==> src/rtl/ps2_pkg.sv <==
// Shared definitions for the PS/2 keyboard receive path: the frame FSM
// state encoding, the scan-code prefix bytes and a small prefix helper.
package ps2_pkg;

    typedef enum logic [1:0] {
        ST_IDLE   = 2'd0,
        ST_DATA   = 2'd1,
        ST_PARITY = 2'd2,
        ST_STOP   = 2'd3
    } ps2_state_e;

    localparam logic [7:0] PS2_PREFIX_EXT = 8'hE0;
    localparam logic [7:0] PS2_PREFIX_BRK = 8'hF0;
    localparam int         PS2_DATA_BITS  = 8;

    // True for the bytes that modify the next scan code instead of being one.
    function automatic logic is_prefix(input logic [7:0] b);
        return (b == PS2_PREFIX_EXT) || (b == PS2_PREFIX_BRK);
    endfunction

endpackage

==> src/rtl/ps2_scan_decoder.sv <==
// Folds E0 (extended) and F0 (break) prefix bytes into a single key event
// per make/break code. A dropped frame discards any pending prefixes so a
// corrupted sequence cannot attach stale flags to the next key.
module ps2_scan_decoder
    import ps2_pkg::*;
(
    input  logic       clk,
    input  logic       resetn,
    input  logic [7:0] rx_data,
    input  logic       rx_valid,
    input  logic       frame_err,
    output logic [7:0] key_code,
    output logic       key_break,
    output logic       key_ext,
    output logic       key_valid
);

    logic ext_pend;
    logic brk_pend;

    // Track pending prefixes and emit one registered key event per code byte.
    always_ff @(posedge clk or negedge resetn) begin
        if (!resetn) begin
            ext_pend  <= 1'b0;
            brk_pend  <= 1'b0;
            key_code  <= 8'h00;
            key_break <= 1'b0;
            key_ext   <= 1'b0;
            key_valid <= 1'b0;
        end else begin
            key_valid <= 1'b0;
            if (frame_err) begin
                ext_pend <= 1'b0;
                brk_pend <= 1'b0;
            end else if (rx_valid) begin
                if (rx_data == PS2_PREFIX_EXT) begin
                    ext_pend <= 1'b1;
                end else if (rx_data == PS2_PREFIX_BRK) begin
                    brk_pend <= 1'b1;
                end else begin
                    key_code  <= rx_data;
                    key_break <= brk_pend;
                    key_ext   <= ext_pend;
                    key_valid <= 1'b1;
                    ext_pend  <= 1'b0;
                    brk_pend  <= 1'b0;
                end
            end
        end
    end

endmodule

==> src/rtl/ps2_keyboard_rx.sv <==
// Receive-only PS/2 keyboard front end: synchronises and de-glitches the
// pad lines, deframes 11-bit frames (start, 8 data LSB first, parity, stop),
// enforces an inter-edge timeout and hands good bytes to the scan decoder.
// Optional build macro: PS2_PARITY_CHECK_EN (odd parity enforced when set,
// parity bit sampled and ignored otherwise).
//
// Output pulse semantics: rx_valid, frame_err and key_valid are single-cycle
// strobes with no back-pressure; the consumer must take rx_data / key_* in
// the cycle the strobe is high. rx_valid and frame_err are mutually
// exclusive, and key_valid follows its code byte's rx_valid by one cycle.
module ps2_keyboard_rx
    import ps2_pkg::*;
#(
    parameter int CLK_FREQ   = 50000000,
    parameter int TIMEOUT_US = 2000,
    parameter int FILTER_LEN = 8
) (
    input  logic       CLOCK_50,
    input  logic       resetn,
    input  logic       ps2_clk,
    input  logic       ps2_dat,
    output logic [7:0] rx_data,
    output logic       rx_valid,
    output logic       frame_err,
    output logic       busy,
    output logic [7:0] key_code,
    output logic       key_break,
    output logic       key_ext,
    output logic       key_valid
);

    localparam int TMO_CYC = CLK_FREQ / 1000000 * TIMEOUT_US;
    localparam int TMO_W   = $clog2(TMO_CYC + 1);
    localparam logic [TMO_W-1:0] TMO_MAX = TMO_W'(TMO_CYC - 1);
    localparam logic [3:0] LAST_BIT = 4'(PS2_DATA_BITS - 1);

    logic                  clk_s1, clk_s2;
    logic                  dat_s1, dat_s2;
    logic [FILTER_LEN-1:0] filt_sr;
    logic                  filt_clk, filt_clk_d;
    logic                  fall;

    ps2_state_e            state, state_d;
    logic [3:0]            bit_cnt;
    logic [7:0]            shift_reg;
    logic                  parity_bit;
    logic                  parity_ok;
    logic [TMO_W-1:0]      tmo_cnt;

    logic                  timeout;
    logic                  start_frame;
    logic                  shift_en;
    logic                  par_cap;
    logic                  stop_good;
    logic                  stop_bad;

    // Two-flop synchronisers; lines idle high so reset to 1.
    always_ff @(posedge CLOCK_50 or negedge resetn) begin
        if (!resetn) begin
            clk_s1 <= 1'b1;
            clk_s2 <= 1'b1;
            dat_s1 <= 1'b1;
            dat_s2 <= 1'b1;
        end else begin
            clk_s1 <= ps2_clk;
            clk_s2 <= clk_s1;
            dat_s1 <= ps2_dat;
            dat_s2 <= dat_s1;
        end
    end

    // Hysteresis filter: change level only after FILTER_LEN equal samples.
    always_comb begin
        filt_clk_d = filt_clk;
        if (&filt_sr) begin
            filt_clk_d = 1'b1;
        end else if (~|filt_sr) begin
            filt_clk_d = 1'b0;
        end
    end

    // Filter history, filtered clock and the registered one-cycle fall event.
    always_ff @(posedge CLOCK_50 or negedge resetn) begin
        if (!resetn) begin
            filt_sr  <= '1;
            filt_clk <= 1'b1;
            fall     <= 1'b0;
        end else begin
            filt_sr  <= {filt_sr[FILTER_LEN-2:0], clk_s2};
            filt_clk <= filt_clk_d;
            fall     <= filt_clk & ~filt_clk_d;
        end
    end

`ifdef PS2_PARITY_CHECK_EN
    // Odd parity: data ones plus parity bit must be odd.
    assign parity_ok = ^{shift_reg, parity_bit};
`else
    // Parity bit is captured for observation but never rejects a frame.
    assign parity_ok = parity_bit | 1'b1;
`endif

    // Frame FSM next state and datapath strobes; timeout overrides a fall.
    always_comb begin
        state_d     = state;
        timeout     = 1'b0;
        start_frame = 1'b0;
        shift_en    = 1'b0;
        par_cap     = 1'b0;
        stop_good   = 1'b0;
        stop_bad    = 1'b0;
        if ((state != ST_IDLE) && (tmo_cnt >= TMO_MAX)) begin
            timeout = 1'b1;
            state_d = ST_IDLE;
        end else if (fall) begin
            case (state)
                ST_IDLE: begin
                    if (!dat_s2) begin
                        start_frame = 1'b1;
                        state_d     = ST_DATA;
                    end
                end
                ST_DATA: begin
                    shift_en = 1'b1;
                    if (bit_cnt == LAST_BIT) begin
                        state_d = ST_PARITY;
                    end
                end
                ST_PARITY: begin
                    par_cap = 1'b1;
                    state_d = ST_STOP;
                end
                ST_STOP: begin
                    if (dat_s2 && parity_ok) begin
                        stop_good = 1'b1;
                    end else begin
                        stop_bad = 1'b1;
                    end
                    state_d = ST_IDLE;
                end
                default: state_d = ST_IDLE;
            endcase
        end
    end

    // FSM state register.
    always_ff @(posedge CLOCK_50 or negedge resetn) begin
        if (!resetn) begin
            state <= ST_IDLE;
        end else begin
            state <= state_d;
        end
    end

    // Inter-edge watchdog: cleared by every fall and while idle, saturating.
    always_ff @(posedge CLOCK_50 or negedge resetn) begin
        if (!resetn) begin
            tmo_cnt <= '0;
        end else if (fall || (state == ST_IDLE)) begin
            tmo_cnt <= '0;
        end else if (tmo_cnt != '1) begin
            tmo_cnt <= tmo_cnt + 1'b1;
        end
    end

    // Shift register, bit counter, parity capture and result strobes.
    always_ff @(posedge CLOCK_50 or negedge resetn) begin
        if (!resetn) begin
            bit_cnt    <= 4'd0;
            shift_reg  <= 8'h00;
            parity_bit <= 1'b0;
            rx_data    <= 8'h00;
            rx_valid   <= 1'b0;
            frame_err  <= 1'b0;
        end else begin
            rx_valid  <= stop_good;
            frame_err <= stop_bad | timeout;
            if (start_frame) begin
                bit_cnt <= 4'd0;
            end
            if (shift_en) begin
                shift_reg <= {dat_s2, shift_reg[7:1]};
                bit_cnt   <= bit_cnt + 4'd1;
            end
            if (par_cap) begin
                parity_bit <= dat_s2;
            end
            if (stop_good) begin
                rx_data <= shift_reg;
            end
        end
    end

    assign busy = (state != ST_IDLE);

    ps2_scan_decoder u_decoder (
        .clk       (CLOCK_50),
        .resetn    (resetn),
        .rx_data   (rx_data),
        .rx_valid  (rx_valid),
        .frame_err (frame_err),
        .key_code  (key_code),
        .key_break (key_break),
        .key_ext   (key_ext),
        .key_valid (key_valid)
    );

endmodule
==> config.mk <==
export PLATFORM = sky130hd
export DESIGN_NAME = ps2_keyboard_rx
export DESIGN_NICKNAME = d
export VERILOG_FILES = /design/src/rtl/ps2_pkg.sv /design/src/rtl/ps2_scan_decoder.sv /design/src/rtl/ps2_keyboard_rx.sv
export SDC_FILE = /design/constraint.sdc
export NUM_CORES = 1
export LEC_CHECK = 0
export CORE_AREA = 5 5 76 91
export DETAILED_ROUTE_END_ITERATION = 10
export DIE_AREA = 0 0 81 96
export PLACE_DENSITY = 0.83
export SYNTH_ARGS = -nofsm -noshare
export SYNTH_HDL_FRONTEND = slang
export SYNTH_SLANG_ARGS = --single-unit
==> constraint.sdc <==
create_clock -name CLOCK_50 -period 2.2 [get_ports CLOCK_50]
set_input_delay 0.44 -clock CLOCK_50 [delete_from_list [all_inputs] [get_ports CLOCK_50]]
set_output_delay 0.44 -clock CLOCK_50 [all_outputs]
set_load 0.02 [all_outputs]
==> results of run 1 <==
==> synth_stat cells, types with 2 or more instances <==
cell type  number  area, µm²
or4_4           2       22.5
o21ai_0         7       35.0
nand4_1         3       18.8
and3_1          3       18.8
mux2i_1         6       60.1
a41oi_1         2       17.5
a21oi_1         9       45.0
ha_1            7       87.6
mux2_2         26        293
nor3_1          5       25.0
nand2b_1        2       12.5
xor2_1          6       52.6
nand2_1        12       45.0
inv_1           9       33.8
or2_2           2       12.5
or3_1           2       12.5
nand3b_1        3       22.5
nor2_1         26       97.6
dfstp_2        13        342
nand3_1         8       40.0
dfrtp_1        55       1380
nor4_1          4       25.0
clkbuf_1        2       7.51
xnor2_1         6       52.6
==> cells in the final DEF, fill, tap and decap left out, types with 2 or more instances in the layout <==
master	n
a21oi_1	8
a41oi_1	2
and3_1	2
buf_4	15
clkbuf_8	11
clkdlybuf4s50_1	23
clkinvlp_4	2
dfrtp_1	55
dfstp_2	13
ha_1	5
inv_1	9
mux2_2	26
mux2i_1	6
nand2_1	12
nand2b_1	2
nand3_1	7
nand3_2	2
nand3b_1	3
nand4_1	3
nor2_1	26
nor3_1	5
nor4_1	2
nor4_2	2
o21ai_0	6
or2_2	2
or4_4	2
xnor2_1	6
xor2_1	6
==> worst reg2reg max path, cell delays in order, from the launching register on <==
cell and delay, ns:
dfrtp_1 0.42, ha_4 0.19, nand3_2 0.06, nor4_2 0.04
ha_2 0.20, nand2b_1 0.18, or4_4 0.44, or3_4 0.39
a21oi_2 0.15
==> path summary, 6_finish.rpt <==
check / startpoint / end / depth (start not counted)
hold reg to reg: clk_s1$_DFF_PN1_ / clk_s2$_DFF_PN1_ / 0
min in group CLOCK_50: clk_s1$_DFF_PN1_ / clk_s2$_DFF_PN1_ / 0
setup reg to reg: tmo_cnt[1]$_DFFE_PN0P_ / tmo_cnt[14]$_DFFE_PN0P_ / 8
setup / recovery: tmo_cnt[1]$_DFFE_PN0P_ / tmo_cnt[14]$_DFFE_PN0P_ / 8
hold / removal: resetn / rx_data[0]$_DFFE_PN0P_ / 2
max in group asynchronous: resetn / filt_sr[1]$_DFF_PN1_ / 2
==> layout make-up <==
class | count | area share (%)
Sequential cell | 68 | 47.2
Clock inverter | 5 | 1.62
Inverter | 9 | 0.929
Timing Repair Buffer | 41 | 10.4
Multi-Input combinational cell | 157 | 32.9
Tap cell | 82 | 2.82
Clock buffer | 11 | 4.16
==> cell families (layout without fill, tap and decap cells) <==
logic type      after synthesis  in the layout  share of synthesized area (%)
simple gates                 80             80                           14.4
buf+inv                      13             66                           1.85
mux                          32             32                           12.1
xor+xnor                     12             12                           3.61
compound gates               26             26                           6.05
flops                        68             68                           59.0
fa+ha+maj                     7              7                           3.01
==> timing repair <==
action,in CTS,in global routing
endpoints found under the setup margin,3,11
setup buffers,0,2
resized for setup,3,7
==> through the flow <==
step                      instance area, µm²  utilization [%]  hold WS (ns)  setup WS, ns
after floorplan                         2930                -         0.144       -0.0409
after global placement                  3370             56.4         0.346        0.0877
after detailed placement                3370             56.4         0.347       -0.0354
after CTS                               3580             60.0         0.104       0.00592
after global routing                    3640             60.9         0.114       -0.0166
final                                   3640             60.9        0.0997        0.0451
==> power breakdown <==
group | leakage, nW | internal (mW) | switching (mW)
logic | 0.572 | 0.0231 | 0.0477
registers | 0.905 | 1.27 | 0.0126
clock network | 0.102 | 0.587 | 0.474
total | 1.58 | 1.88 | 0.534
==> layer usage <==
metal | vias up | track usage [%] | routed length, µm
li1 | 941 | - | -
met1 | 978 | 18.3 | 2320
met2 | 40 | 26.5 | 2770
met3 | 12 | 5.15 | 242
met4 | 0 | 6.76 | 99
met5 | - | 0 | 0
==> summary.txt, run 1 <==
Die
  • Die area: 0.00778 mm²
  • Die Height: about 96 µm
  • Effective utilization at floorplan: 48.8%
  • Rows: 31
  • Core ar.: 0.00597 mm²
  • Top-level port count: 26
  • Die Span X: around 80 µm

Yosys
  • Ys async rst share: between 90% and 100%
  • Netlist cell types: 42
  • Syn Inst Count: 238
  • Syn Area/Cell: roughly 12 µm²
  • Seq/Total Area, Yosys: 59.0%
  • FF+latch count, synth: a little under 70
  • Post-synth net total: 249
  • Yosys Warn Count: 0
  • Ys flop type: dfrtp_1
  • Post-synth EDFFs: 0
  • Mapped cell area: 0.00291 mm²

STA
  • Final Max Slew Viols: 0
  • RSZ-0062 raised after global routing: yes
  • Setup_tns: 0 ns
  • Tmin final: 2.15 ns
  • F_max: 464 MHz
  • Final worst path period share: 97.9%
  • Worst Tran Pin Value: about 0.49 ns
  • Hold Fails Final Rpt: 0
  • Setup violators final: 0
  • Max_slew headroom: 67.4%
  • Worst Skew: ~0.0089 ns

Layout
  • Area delta synth->final: 24.8%
  • Layout Nets: around 300
  • Top reg by flops: tmo_cnt
  • FF+latch area: 0.00172 mm²
  • Share of layout cells above drive strength 1: a little under a third
  • Area of the multi-input gates: 0.00119 mm²
  • Fillers: 491
  • # diodes: 0
  • Max reg flops: 17
  • Final std cells w/o fill: approximately 370

Worst setup path
  • CP arrival: 2.42 ns
  • CP max FO: 5
  • Crit path max-delay family: simple AND/OR/NAND/NOR gates
  • R2R Setup Slk: 0.05 ns
  • Slowest CP cell: or4_4
  • Bufs and invs on worst path: 0
  • CP required: 2.47 ns
  • Setup crit end kind: flip-flop
  • CP cell instances: ha_4 -> nand3_2 -> nor4_2 -> ha_2 -> nand2b_1 -> or4_4 -> or3_4 -> a21oi_2
  • WS Path Type: reg -> reg
  • Crit path largest cell delay: 0.44 ns
  • Startpoint Class: flip-flop

CTS
  • Root Buffer: clkbuf_8
  • Worst-path clk slew: 0.07 ns
  • Worst-Skew Late Latency: 0.34 ns
  • CTS tree: yes
  • Clock Tree Buf Depth: 2
  • Clk sinks: 68
  • CTS Buf Count: 9
  • Hold-fix buffers at CTS: 0
  • H-tree Lvls: 3

Global route
  • First-pass GRT wire length: about 9100 µm
  • Largest net degree at the start of global routing: 69
  • Initial antenna violation count: 0
  • Total track usage: between 10% and 20%
  • GRT overflow: 0
  • Vias in the first global route: ~2,000

Detailed routing
  • Pre-Repair DR Iteration Count: 4
  • Vias: ~2,000
  • DR iter-0 viols: between 80 and 90
  • Avg WL per Cell: 14.6 µm
  • Post-Route WL: 5430 µm
  • Post-route DRC violation count: 0
  • Routed Antenna Nets: 0
  • Via/cell ratio: 5.28

Hold path
  • HP Class: in -> async

Power
  • Leakage power: 1.58 nW
  • Pwr/cell area: 665 mW/mm²
  • Peak supply drop: a little under 0.4 mV
  • Pwr Total: approximately 2.4 mW

Placed design
  • Placed insts: 355
  • Port Buffers: 25
  • RePlAce Congestion: 0.840
  • Dpl hpwl: 3790 µm

Status
  • Status: completed

Job
  • Max-cap violations: 0
(Power assumes the default switching activity.)
==> run 2, diff against run 1 <==
--- a/config.mk
+++ b/config.mk
@@ -6,6 +6,7 @@
 export NUM_CORES = 1
 export LEC_CHECK = 0
 export CORE_AREA = 5 5 76 91
+export CTS_CLUSTER_DIAMETER = 100
 export DETAILED_ROUTE_END_ITERATION = 10
 export DIE_AREA = 0 0 81 96
 export PLACE_DENSITY = 0.83
==> results of run 2 <==
The final DEF is identical to that of run 1; final timing and power are the same.
==> run 3, diff against run 2 <==
--- a/config.mk
+++ b/config.mk
@@ -13,3 +13,4 @@
 export SYNTH_ARGS = -nofsm -noshare
 export SYNTH_HDL_FRONTEND = slang
 export SYNTH_SLANG_ARGS = --single-unit
+export TNS_END_PERCENT = 100
==> results of run 3 <==
The final DEF is identical to that of run 1; final timing and power are the same.
